--- src/rtl/mpc_tx_sequencer_pkg.sv ---
// rtl/mpc_tx_sequencer_pkg.sv - shared state encoding and constants for the MPC transmit sequencer
// Contents: sequencer state enum, idle line byte, default blanking length.
package mpc_tx_sequencer_pkg;

    typedef enum logic [1:0] {
        ST_BLANK = 2'd0,
        ST_RUN   = 2'd1,
        ST_TEST  = 2'd2
    } mpc_state_e;

    // Idle line is all ones; it matches what the DDR mux drives while its set input is high.
    localparam logic [7:0] IDLE_BYTE = 8'hFF;

    localparam int BLANK_CNT_DEFAULT = 16;

endpackage

--- src/rtl/mpc_tx_sequencer_if.sv ---
// rtl/mpc_tx_sequencer_if.sv - signal bundle between trigger logic / VME regs and the MPC transmit sequencer
// Ports (slave = sequencer side):
//   in : lct_vld, lct_frame0, lct_frame1, mpc_tx_delay, mpc_enable, tp_mode, tp_trig, tp_nbx
//   out: mpc_din1st, mpc_din2nd, mpc_set, mpc_clock_en, tp_busy, mpc_sent, mpc_drop, mpc_sent_cnt
interface mpc_tx_sequencer_if #(
    parameter int MXFRAME = 32,
    parameter int MXDLY   = 4
);

    logic               lct_vld;
    logic [MXFRAME-1:0] lct_frame0;
    logic [MXFRAME-1:0] lct_frame1;
    logic [MXDLY-1:0]   mpc_tx_delay;
    logic               mpc_enable;
    logic               tp_mode;
    logic               tp_trig;
    logic [7:0]         tp_nbx;

    logic [MXFRAME-1:0] mpc_din1st;
    logic [MXFRAME-1:0] mpc_din2nd;
    logic               mpc_set;
    logic               mpc_clock_en;
    logic               tp_busy;
    logic               mpc_sent;
    logic               mpc_drop;
    logic [15:0]        mpc_sent_cnt;

    modport master (
        output lct_vld, lct_frame0, lct_frame1, mpc_tx_delay, mpc_enable,
               tp_mode, tp_trig, tp_nbx,
        input  mpc_din1st, mpc_din2nd, mpc_set, mpc_clock_en, tp_busy,
               mpc_sent, mpc_drop, mpc_sent_cnt
    );

    modport slave (
        input  lct_vld, lct_frame0, lct_frame1, mpc_tx_delay, mpc_enable,
               tp_mode, tp_trig, tp_nbx,
        output mpc_din1st, mpc_din2nd, mpc_set, mpc_clock_en, tp_busy,
               mpc_sent, mpc_drop, mpc_sent_cnt
    );

endinterface

--- src/rtl/mpc_tx_sequencer_dly_srl.sv ---
// rtl/mpc_tx_sequencer_dly_srl.sv - 2**MXDLY deep {vld, data} shift register with variable read tap
// Ports:
//   clock    in  : bx clock
//   clear    in  : synchronous clear of every vld bit (data bits are don't-care when vld = 0)
//   din_vld  in  : valid bit shifted into stage 0
//   din      in  : payload shifted into stage 0
//   tap      in  : stage index to read
//   dout_vld out : vld bit of the selected stage
//   dout     out : payload of the selected stage
module mpc_tx_dly_srl #(
    parameter int WIDTH = 64,
    parameter int MXDLY = 4
) (
    input  logic             clock,
    input  logic             clear,
    input  logic             din_vld,
    input  logic [WIDTH-1:0] din,
    input  logic [MXDLY-1:0] tap,
    output logic             dout_vld,
    output logic [WIDTH-1:0] dout
);

    localparam int DEPTH = 2 ** MXDLY;

    logic [DEPTH-1:0] vld_q;
    logic [WIDTH-1:0] data_q [DEPTH];

    always_ff @(posedge clock) begin
        if (clear) begin
            vld_q <= '0;
        end else begin
            vld_q <= {vld_q[DEPTH-2:0], din_vld};
        end
        data_q[0] <= din;
        for (int i = 1; i < DEPTH; i++) begin
            data_q[i] <= data_q[i-1];
        end
    end

    assign dout_vld = vld_q[tap];
    assign dout     = data_q[tap];

endmodule

--- src/rtl/mpc_tx_sequencer.sv ---
// rtl/mpc_tx_sequencer.sv - delays per-bx LCT frame pairs and sequences blanking / test bursts into the MPC DDR mux
// Ports:
//   clock in : 40 MHz bx clock
//   reset in : synchronous, active-high
//   bus       : mpc_tx_sequencer_if.slave (frame inputs, delay/enable/test controls, mux outputs and status)
module mpc_tx_sequencer
    import mpc_tx_sequencer_pkg::*;
#(
    parameter int MXFRAME   = 32,
    parameter int MXDLY     = 4,
    parameter int BLANK_CNT = BLANK_CNT_DEFAULT
) (
    input  logic              clock,
    input  logic              reset,
    mpc_tx_sequencer_if.slave bus
);

    localparam int                 NBYTE     = MXFRAME / 8;
    localparam int                 BW        = $clog2(BLANK_CNT + 1);
    localparam logic [MXFRAME-1:0] IDLE      = {NBYTE{IDLE_BYTE}};
    localparam logic [BW-1:0]      BLANK_MAX = BW'(BLANK_CNT);

    mpc_state_e         state_q;
    logic [BW-1:0]      blank_cnt_q;
    logic [7:0]         pat_q;
    logic [7:0]         bx_left_q;

    logic               in_vld_q;
    logic [MXFRAME-1:0] in_f0_q;
    logic [MXFRAME-1:0] in_f1_q;

    logic [MXFRAME-1:0] din1st_q;
    logic [MXFRAME-1:0] din2nd_q;
    logic               set_q;
    logic               clock_en_q;
    logic               busy_q;
    logic               sent_q;
    logic               drop_q;
    logic [15:0]        sent_cnt_q;

    logic                 tap_vld;
    logic [2*MXFRAME-1:0] tap_data;
    logic [MXFRAME-1:0]   tap_f0;
    logic [MXFRAME-1:0]   tap_f1;
    logic [15:0]          sent_cnt_inc;
    logic                 srl_clear;

    // The delay line is held empty throughout BLANK so stale frames never leak into RUN.
    assign srl_clear = reset || (state_q == ST_BLANK);

    mpc_tx_dly_srl #(
        .WIDTH (2 * MXFRAME),
        .MXDLY (MXDLY)
    ) u_dly (
        .clock    (clock),
        .clear    (srl_clear),
        .din_vld  (in_vld_q),
        .din      ({in_f0_q, in_f1_q}),
        .tap      (bus.mpc_tx_delay),
        .dout_vld (tap_vld),
        .dout     (tap_data)
    );

    always_comb begin
        tap_f0       = IDLE;
        tap_f1       = IDLE;
        sent_cnt_inc = (sent_cnt_q == 16'hFFFF) ? sent_cnt_q : sent_cnt_q + 16'd1;
        if (tap_vld) begin
            tap_f0 = tap_data[2*MXFRAME-1:MXFRAME];
            tap_f1 = tap_data[MXFRAME-1:0];
        end
    end

    // Outputs are registered against the state being entered, so mpc_set drops on the
    // first RUN clock and rises on the first BLANK clock.
    always_ff @(posedge clock) begin
        if (reset) begin
            state_q     <= ST_BLANK;
            blank_cnt_q <= '0;
            pat_q       <= '0;
            bx_left_q   <= '0;
            in_vld_q    <= 1'b0;
            in_f0_q     <= IDLE;
            in_f1_q     <= IDLE;
            din1st_q    <= IDLE;
            din2nd_q    <= IDLE;
            set_q       <= 1'b1;
            clock_en_q  <= 1'b1;
            busy_q      <= 1'b0;
            sent_q      <= 1'b0;
            drop_q      <= 1'b0;
            sent_cnt_q  <= '0;
        end else begin
            clock_en_q <= 1'b1;
            // Frames arriving during a test burst are discarded and flagged.
            in_vld_q   <= bus.lct_vld && (state_q != ST_TEST);
            drop_q     <= bus.lct_vld && (state_q == ST_TEST);
            in_f0_q    <= bus.lct_frame0;
            in_f1_q    <= bus.lct_frame1;

            case (state_q)
                ST_BLANK: begin
                    din1st_q <= IDLE;
                    din2nd_q <= IDLE;
                    sent_q   <= 1'b0;
                    busy_q   <= 1'b0;
                    if (blank_cnt_q != BLANK_MAX) begin
                        blank_cnt_q <= blank_cnt_q + BW'(1);
                    end
                    if ((blank_cnt_q == BLANK_MAX) && bus.mpc_enable) begin
                        state_q <= ST_RUN;
                        set_q   <= 1'b0;
                    end else begin
                        set_q   <= 1'b1;
                    end
                end

                ST_RUN: begin
                    if (!bus.mpc_enable) begin
                        state_q     <= ST_BLANK;
                        blank_cnt_q <= '0;
                        din1st_q    <= IDLE;
                        din2nd_q    <= IDLE;
                        set_q       <= 1'b1;
                        sent_q      <= 1'b0;
                    end else if (bus.tp_mode && bus.tp_trig) begin
                        // First pattern (0) goes out on the trigger clock; tp_nbx = 0
                        // wraps to 255 remaining, giving a 256 bx burst.
                        state_q    <= ST_TEST;
                        busy_q     <= 1'b1;
                        pat_q      <= 8'd1;
                        bx_left_q  <= bus.tp_nbx - 8'd1;
                        din1st_q   <= '0;
                        din2nd_q   <= '1;
                        sent_q     <= 1'b1;
                        sent_cnt_q <= sent_cnt_inc;
                    end else begin
                        din1st_q   <= tap_f0;
                        din2nd_q   <= tap_f1;
                        sent_q     <= tap_vld;
                        if (tap_vld) begin
                            sent_cnt_q <= sent_cnt_inc;
                        end
                    end
                end

                ST_TEST: begin
                    if (!bus.mpc_enable) begin
                        state_q     <= ST_BLANK;
                        blank_cnt_q <= '0;
                        busy_q      <= 1'b0;
                        din1st_q    <= IDLE;
                        din2nd_q    <= IDLE;
                        set_q       <= 1'b1;
                        sent_q      <= 1'b0;
                    end else if (bx_left_q == 8'd0) begin
                        state_q  <= ST_RUN;
                        busy_q   <= 1'b0;
                        din1st_q <= tap_f0;
                        din2nd_q <= tap_f1;
                        sent_q   <= tap_vld;
                        if (tap_vld) begin
                            sent_cnt_q <= sent_cnt_inc;
                        end
                    end else begin
                        din1st_q   <= {NBYTE{pat_q}};
                        din2nd_q   <= ~{NBYTE{pat_q}};
                        pat_q      <= pat_q + 8'd1;
                        bx_left_q  <= bx_left_q - 8'd1;
                        sent_q     <= 1'b1;
                        sent_cnt_q <= sent_cnt_inc;
                    end
                end

                default: begin
                    state_q     <= ST_BLANK;
                    blank_cnt_q <= '0;
                    busy_q      <= 1'b0;
                    din1st_q    <= IDLE;
                    din2nd_q    <= IDLE;
                    set_q       <= 1'b1;
                    sent_q      <= 1'b0;
                end
            endcase
        end
    end

    assign bus.mpc_din1st   = din1st_q;
    assign bus.mpc_din2nd   = din2nd_q;
    assign bus.mpc_set      = set_q;
    assign bus.mpc_clock_en = clock_en_q;
    assign bus.tp_busy      = busy_q;
    assign bus.mpc_sent     = sent_q;
    assign bus.mpc_drop     = drop_q;
    assign bus.mpc_sent_cnt = sent_cnt_q;

endmodule
--- src/flat_wrapper.sv ---
// flat-port wrapper written by rule: the top's interface ports become plain ports
module mpc_tx_sequencer_flat import mpc_tx_sequencer_pkg::*;
#(
    parameter int MXFRAME   = 32,
    parameter int MXDLY     = 4,
    parameter int BLANK_CNT = BLANK_CNT_DEFAULT
)
  (clock, reset, bus_lct_vld, bus_lct_frame0, bus_lct_frame1, bus_mpc_tx_delay, bus_mpc_enable, bus_tp_mode, bus_tp_trig, bus_tp_nbx, bus_mpc_din1st, bus_mpc_din2nd, bus_mpc_set, bus_mpc_clock_en, bus_tp_busy, bus_mpc_sent, bus_mpc_drop, bus_mpc_sent_cnt);
  mpc_tx_sequencer_if #(.MXFRAME(MXFRAME), .MXDLY(MXDLY)) bus_i ();
  input  logic clock;
  input  logic reset;
  input wire logic [$bits(bus_i.lct_vld)-1:0] bus_lct_vld;
  input wire logic [$bits(bus_i.lct_frame0)-1:0] bus_lct_frame0;
  input wire logic [$bits(bus_i.lct_frame1)-1:0] bus_lct_frame1;
  input wire logic [$bits(bus_i.mpc_tx_delay)-1:0] bus_mpc_tx_delay;
  input wire logic [$bits(bus_i.mpc_enable)-1:0] bus_mpc_enable;
  input wire logic [$bits(bus_i.tp_mode)-1:0] bus_tp_mode;
  input wire logic [$bits(bus_i.tp_trig)-1:0] bus_tp_trig;
  input wire logic [$bits(bus_i.tp_nbx)-1:0] bus_tp_nbx;
  output wire logic [$bits(bus_i.mpc_din1st)-1:0] bus_mpc_din1st;
  output wire logic [$bits(bus_i.mpc_din2nd)-1:0] bus_mpc_din2nd;
  output wire logic [$bits(bus_i.mpc_set)-1:0] bus_mpc_set;
  output wire logic [$bits(bus_i.mpc_clock_en)-1:0] bus_mpc_clock_en;
  output wire logic [$bits(bus_i.tp_busy)-1:0] bus_tp_busy;
  output wire logic [$bits(bus_i.mpc_sent)-1:0] bus_mpc_sent;
  output wire logic [$bits(bus_i.mpc_drop)-1:0] bus_mpc_drop;
  output wire logic [$bits(bus_i.mpc_sent_cnt)-1:0] bus_mpc_sent_cnt;
  assign bus_i.lct_vld = bus_lct_vld;
  assign bus_i.lct_frame0 = bus_lct_frame0;
  assign bus_i.lct_frame1 = bus_lct_frame1;
  assign bus_i.mpc_tx_delay = bus_mpc_tx_delay;
  assign bus_i.mpc_enable = bus_mpc_enable;
  assign bus_i.tp_mode = bus_tp_mode;
  assign bus_i.tp_trig = bus_tp_trig;
  assign bus_i.tp_nbx = bus_tp_nbx;
  assign bus_mpc_din1st = bus_i.mpc_din1st;
  assign bus_mpc_din2nd = bus_i.mpc_din2nd;
  assign bus_mpc_set = bus_i.mpc_set;
  assign bus_mpc_clock_en = bus_i.mpc_clock_en;
  assign bus_tp_busy = bus_i.tp_busy;
  assign bus_mpc_sent = bus_i.mpc_sent;
  assign bus_mpc_drop = bus_i.mpc_drop;
  assign bus_mpc_sent_cnt = bus_i.mpc_sent_cnt;
  mpc_tx_sequencer #(.MXFRAME(MXFRAME), .MXDLY(MXDLY), .BLANK_CNT(BLANK_CNT)) u_core (.clock(clock), .reset(reset), .bus(bus_i));
endmodule
--- config.mk ---
export PLATFORM = sky130hd
export DESIGN_NAME = mpc_tx_sequencer_flat
export DESIGN_NICKNAME = d
export VERILOG_FILES = /design/src/rtl/mpc_tx_sequencer_pkg.sv /design/src/rtl/mpc_tx_sequencer_if.sv /design/src/rtl/mpc_tx_sequencer_dly_srl.sv /design/src/rtl/mpc_tx_sequencer.sv /design/src/flat_wrapper.sv
export SDC_FILE = /design/constraint.sdc
export NUM_CORES = 1
export LEC_CHECK = 0
export ABC_CLOCK_PERIOD_IN_PS = 3400
export CAP_MARGIN = 20
export CORE_UTILIZATION = 58
export DETAILED_ROUTE_END_ITERATION = 10
export PLACE_DENSITY = 0.77
export SLEW_MARGIN = 20
export SYNTH_ARGS = -nofsm -noshare
export SYNTH_HDL_FRONTEND = slang
export SYNTH_HIERARCHICAL = 1
export SYNTH_SLANG_ARGS = --single-unit
export TNS_END_PERCENT = 30
--- constraint.sdc ---
create_clock -name clock -period 3.4 [get_ports clock]
set_input_delay 0.51 -clock clock [delete_from_list [all_inputs] [get_ports clock]]
set_output_delay 0.51 -clock clock [all_outputs]
set_load 0.1 [all_outputs]
==> summary.md <==
| Metric | Value |
|---|---|
| Peak Freq | 359 MHz |
| Pwr dens | 763 nW/um2 |
| Commonest non-fill, non-tap cell in the layout | dfxtp_1 |
| Post-CTS resize count | 0 |
| Detailed-router iteration count before antenna repair | 5 |
| Crit-path slowest cell | clkdlybuf4s50_1 |
| Total core area | 60400 um2 |
| Die area | 62000 um2 |
| Period Utilization, post-route | 82.0% |
| PortBufs | 165 |
| Mapped cell area | 35400 um2 |
| Hold_sp | u_core/in_f0_q[21]$_SDFF_PP1_ |
| FP Rows | 90 |
| Met3 Use GR | 4.90% |
| Hold Crit Endpoint | u_core/u_dly/data_q[0][53]$_DFF_P_ |
| Vias in the first global route | 20707 |
| Worst-Margin Slew | 1.01 ns |
| Clock Sinks | 1212 |
| Antenna Nets Post-Route | 0 |
| Most frequent cells in the layout | dfxtp_1 (1212), mux4_2 (260), clkdlybuf4s50_1 (147), a22oi_1 (131), clkbuf_16 (108) |
| Count of final hold-check violations | 0 |
| Distinct cells, synth | 59 |
| Startpoint types | flop |
| Worst path max stage delay | 1.18 ns |
| Root Buffer | clkbuf_16 |
| Worst relative slew slack | 32.7% |
| Maximum VDD drop | 0.464 mV |
| Crit path cell chain | clkdlybuf4s50_1 |
| HP Class | reg2reg |
| Post-synthesis sequential area ratio | 68.6% |
| Leakage | 16.0 nW |
| Final hold slack | 0.321 ns |
| Hold depth | 0 |
| Syn nets | 2446 |
| Largest net degree at the start of global routing | 121 |
| Share of post-route cells with drive strength above 1 | 22.5% |
| CTS tree | yes |
| Slew Viols, Final | 0 |
| Met1 Use GR | 32.4% |
| Total Neg Setup Slack | 0 ns |
| RSZ-0062 raised after global routing | no |
| 1st-iter DRT viols | 1444 |
| CTS Buffer Depth | 3 |
| Most Crowded Layer GR | met2 |
| Initial Utilization | 58.6% |
| GR Layer Usage met2 | 38.2% |
| Die width | 249 um |
| FILL cells | 3882 |
| First-pass GRT wire length | 116000 um |
| Post-Syn Instances | 2355 |
| Crit path required time | 2.89 ns |
| Main area contributors after synthesis | dfxtp_1 (69%), mux4_2 (17%), a22oi_1 (2.8%), o21ai_0 (1.2%), or2_2 (1.2%) |
| Main synth FF type | dfxtp_1 |
| Post-Syn Area per Cell | 15.0 um2 |
| Die H | 249 um |
| Post-synth top area share | 68.6% |
| FF+latch count, synth | 1212 |
| Gr ovfl total | 0 |
| Ys Warns | 6 |
| Crit Reg-Reg Startpoint | u_core/bx_left_q[0]$_SDFFE_PP0P_ |
| Post-synth ARST share | 0% |
| R2R cell count | 5 |
| Critical path buffers and inverters | 1 |
| Post-layout min period | 2.79 ns |
| Initial antenna violation count | 5 |
| GP Congestion | 0.788 |
| H-tree depth reported by CTS | 3 |
| Post-synth EDFFs | 0 |
| Post-CTS Hold Buffers | 0 |
| Gr usage total | 23.9% |
| Crit path max fanout | 2 |
| DRC | 0 |
| Family with the most delay on the worst path | buffers and inverters |
| Final core occ | 68.8% |
| CP endpoint kind | output pin |
| Reg area | 24300 um2 |
| Vias per std cell | 5.72 |
| Routed length per instance | 21.5 um |
| Outcome | complete, no violations |
| Setup bufs post-CTS | 0 |
| Clock Skew | 0.0235 ns |
| Crit path DAT | 2.28 ns |
| Crit path kind | reg2out |
| I/O pin cnt | 167 |
| Clock Latency Late Sink | 0.67 ns |
| Total number of vias | 19491 |
| Multi-input gate area | 10400 um2 |
| Crit Reg-Reg Endpoint | u_core/bus.mpc_din2nd[30]$_SDFF_PP1_ |
| Cell taking the most area after synthesis | dfxtp_1 |
| Layout net count | 2619 |
| R2r setup slk | 0.64 ns |
| DP Wirelength | 42100 um |
| Final wirelength | 73200 um |
| Clock transition at the registers of the reported paths | 0.07 ns |
| Final setup fails | 0 |
| Area delta synth->final | 17.3% |
| TritonCTS Buffers | 108 |
| Max-cap violations | 0 |
==> cells in the mapped netlist (4+ instances only) <==
master    number
a22oi_1      131
a211oi_1       7
nor2_1       101
ha_1           9
a21oi_1       31
buf_6         19
nand3b_1       4
and2_1         8
inv_1          8
clkbuf_1      77
nor3_1        10
nand2_1       81
mux2_2         4
a31oi_1        4
mux4_2       260
or3_1          9
nor2b_1       24
xor2_1        10
buf_4          8
buf_1          7
a221o_1       32
nand4_1       10
nand3_1       16
mux2i_1        4
or2_2         70
dfxtp_1     1212
nand2b_1      33
o21ai_0       88
and3_1         6
buf_2         28
==> cell families after synthesis <==
family                     count (synthesis)  share of synthesized area, %
AOI/OAI and AO/OA                        317                          6.17
and+or+nand+nor                          387                          5.62
muxes                                    268                          16.8
DFF                                     1212                          68.6
adders and majority gates                  9                         0.318
buffers and inverters                    149                          2.20
xor gates and xnor gates                  12                         0.297
other                                      1                        0.0106
==> where the power goes <==
part           internal, mW  switching (mW)  leakage [nW]  total [mW]
clock network          7.48            5.24          1.87        12.7
logic                  1.17            2.27          4.03        3.44
registers              15.1           0.430          10.1        15.5
total                  23.7            7.93          16.0        31.6
==> worst max-delay path by stage <==
stage | from | end | slack [ns] | depth (start not counted)
after floorplan | u_core/state_q[0]$_SDFFE_PP0P_ | u_core/bx_left_q[6]$_SDFFE_PP0P_ | 0.38 | 13
after global placement | bus_mpc_tx_delay[3] | u_core/bus.mpc_sent_cnt[10]$_SDFFE_PP0P_ | 0.46 | 9
after detailed placement | bus_mpc_tx_delay[2] | u_core/bus.mpc_sent_cnt[10]$_SDFFE_PP0P_ | 0.43 | 9
after CTS | u_core/bus.mpc_sent_cnt[4]$_SDFFE_PP0P_ | bus_mpc_sent_cnt[4] | 0.59 | 1
after global routing | u_core/bx_left_q[0]$_SDFFE_PP0P_ | u_core/bus.mpc_din2nd[30]$_SDFF_PP1_ | 0.51 | 5
final | u_core/bus.tp_busy$_SDFFE_PP0P_ | bus_tp_busy | 0.61 | 1
==> stage by stage <==
step	worst slack [ns]	cells	area [um2]	total power, mW
floorplan	0.383	2355	35400	18.1
global placement	0.463	3200	37700	19.1
detailed placement	0.426	3200	37700	19.2
CTS	0.595	3403	41500	31.8
global route	0.512	3403	41500	32.7
finish	0.613	3405	41500	31.6
==> cell type report <==
| type | instances | share of cell area [%] |
|---|---|---|
| tap | 782 | 2.36 |
| multi-input combinational | 994 | 25.0 |
| clock buffer | 146 | 7.27 |
| clock inverter | 57 | 1.88 |
| antenna | 2 | 0.0121 |
| timing repair buffer | 204 | 4.94 |
| inverter | 8 | 0.0724 |
| sequential | 1212 | 58.5 |
==> registers in the layout, indices dropped and copies added, names as in the netlist <==
signal,flops
u_core/u_dly/data_q,1024
u_core/bus.mpc_din1st,32
u_core/bus.mpc_din2nd,32
u_core/in_f0_q,32
u_core/in_f1_q,32
u_core/bus.mpc_sent_cnt,16
u_core/u_dly/vld_q,16
u_core/bx_left_q,8
u_core/pat_q,8
u_core/blank_cnt_q,5
u_core/state_q,2
u_core/bus.mpc_drop,1
u_core/bus.mpc_sent,1
u_core/bus.mpc_set,1
u_core/bus.tp_busy,1
u_core/in_vld_q,1
==> per-layer routing <==
metal  wire length (um)  share of wire, %  vias up
met2              34600                47      597
met1              31800                43     9868
met3               4620               6.3      140
met4               2170               3.0        8
met5                 49             0.067        -
li1                   -                 -     8878
Note: power is estimated with default switching activity, not from simulation.
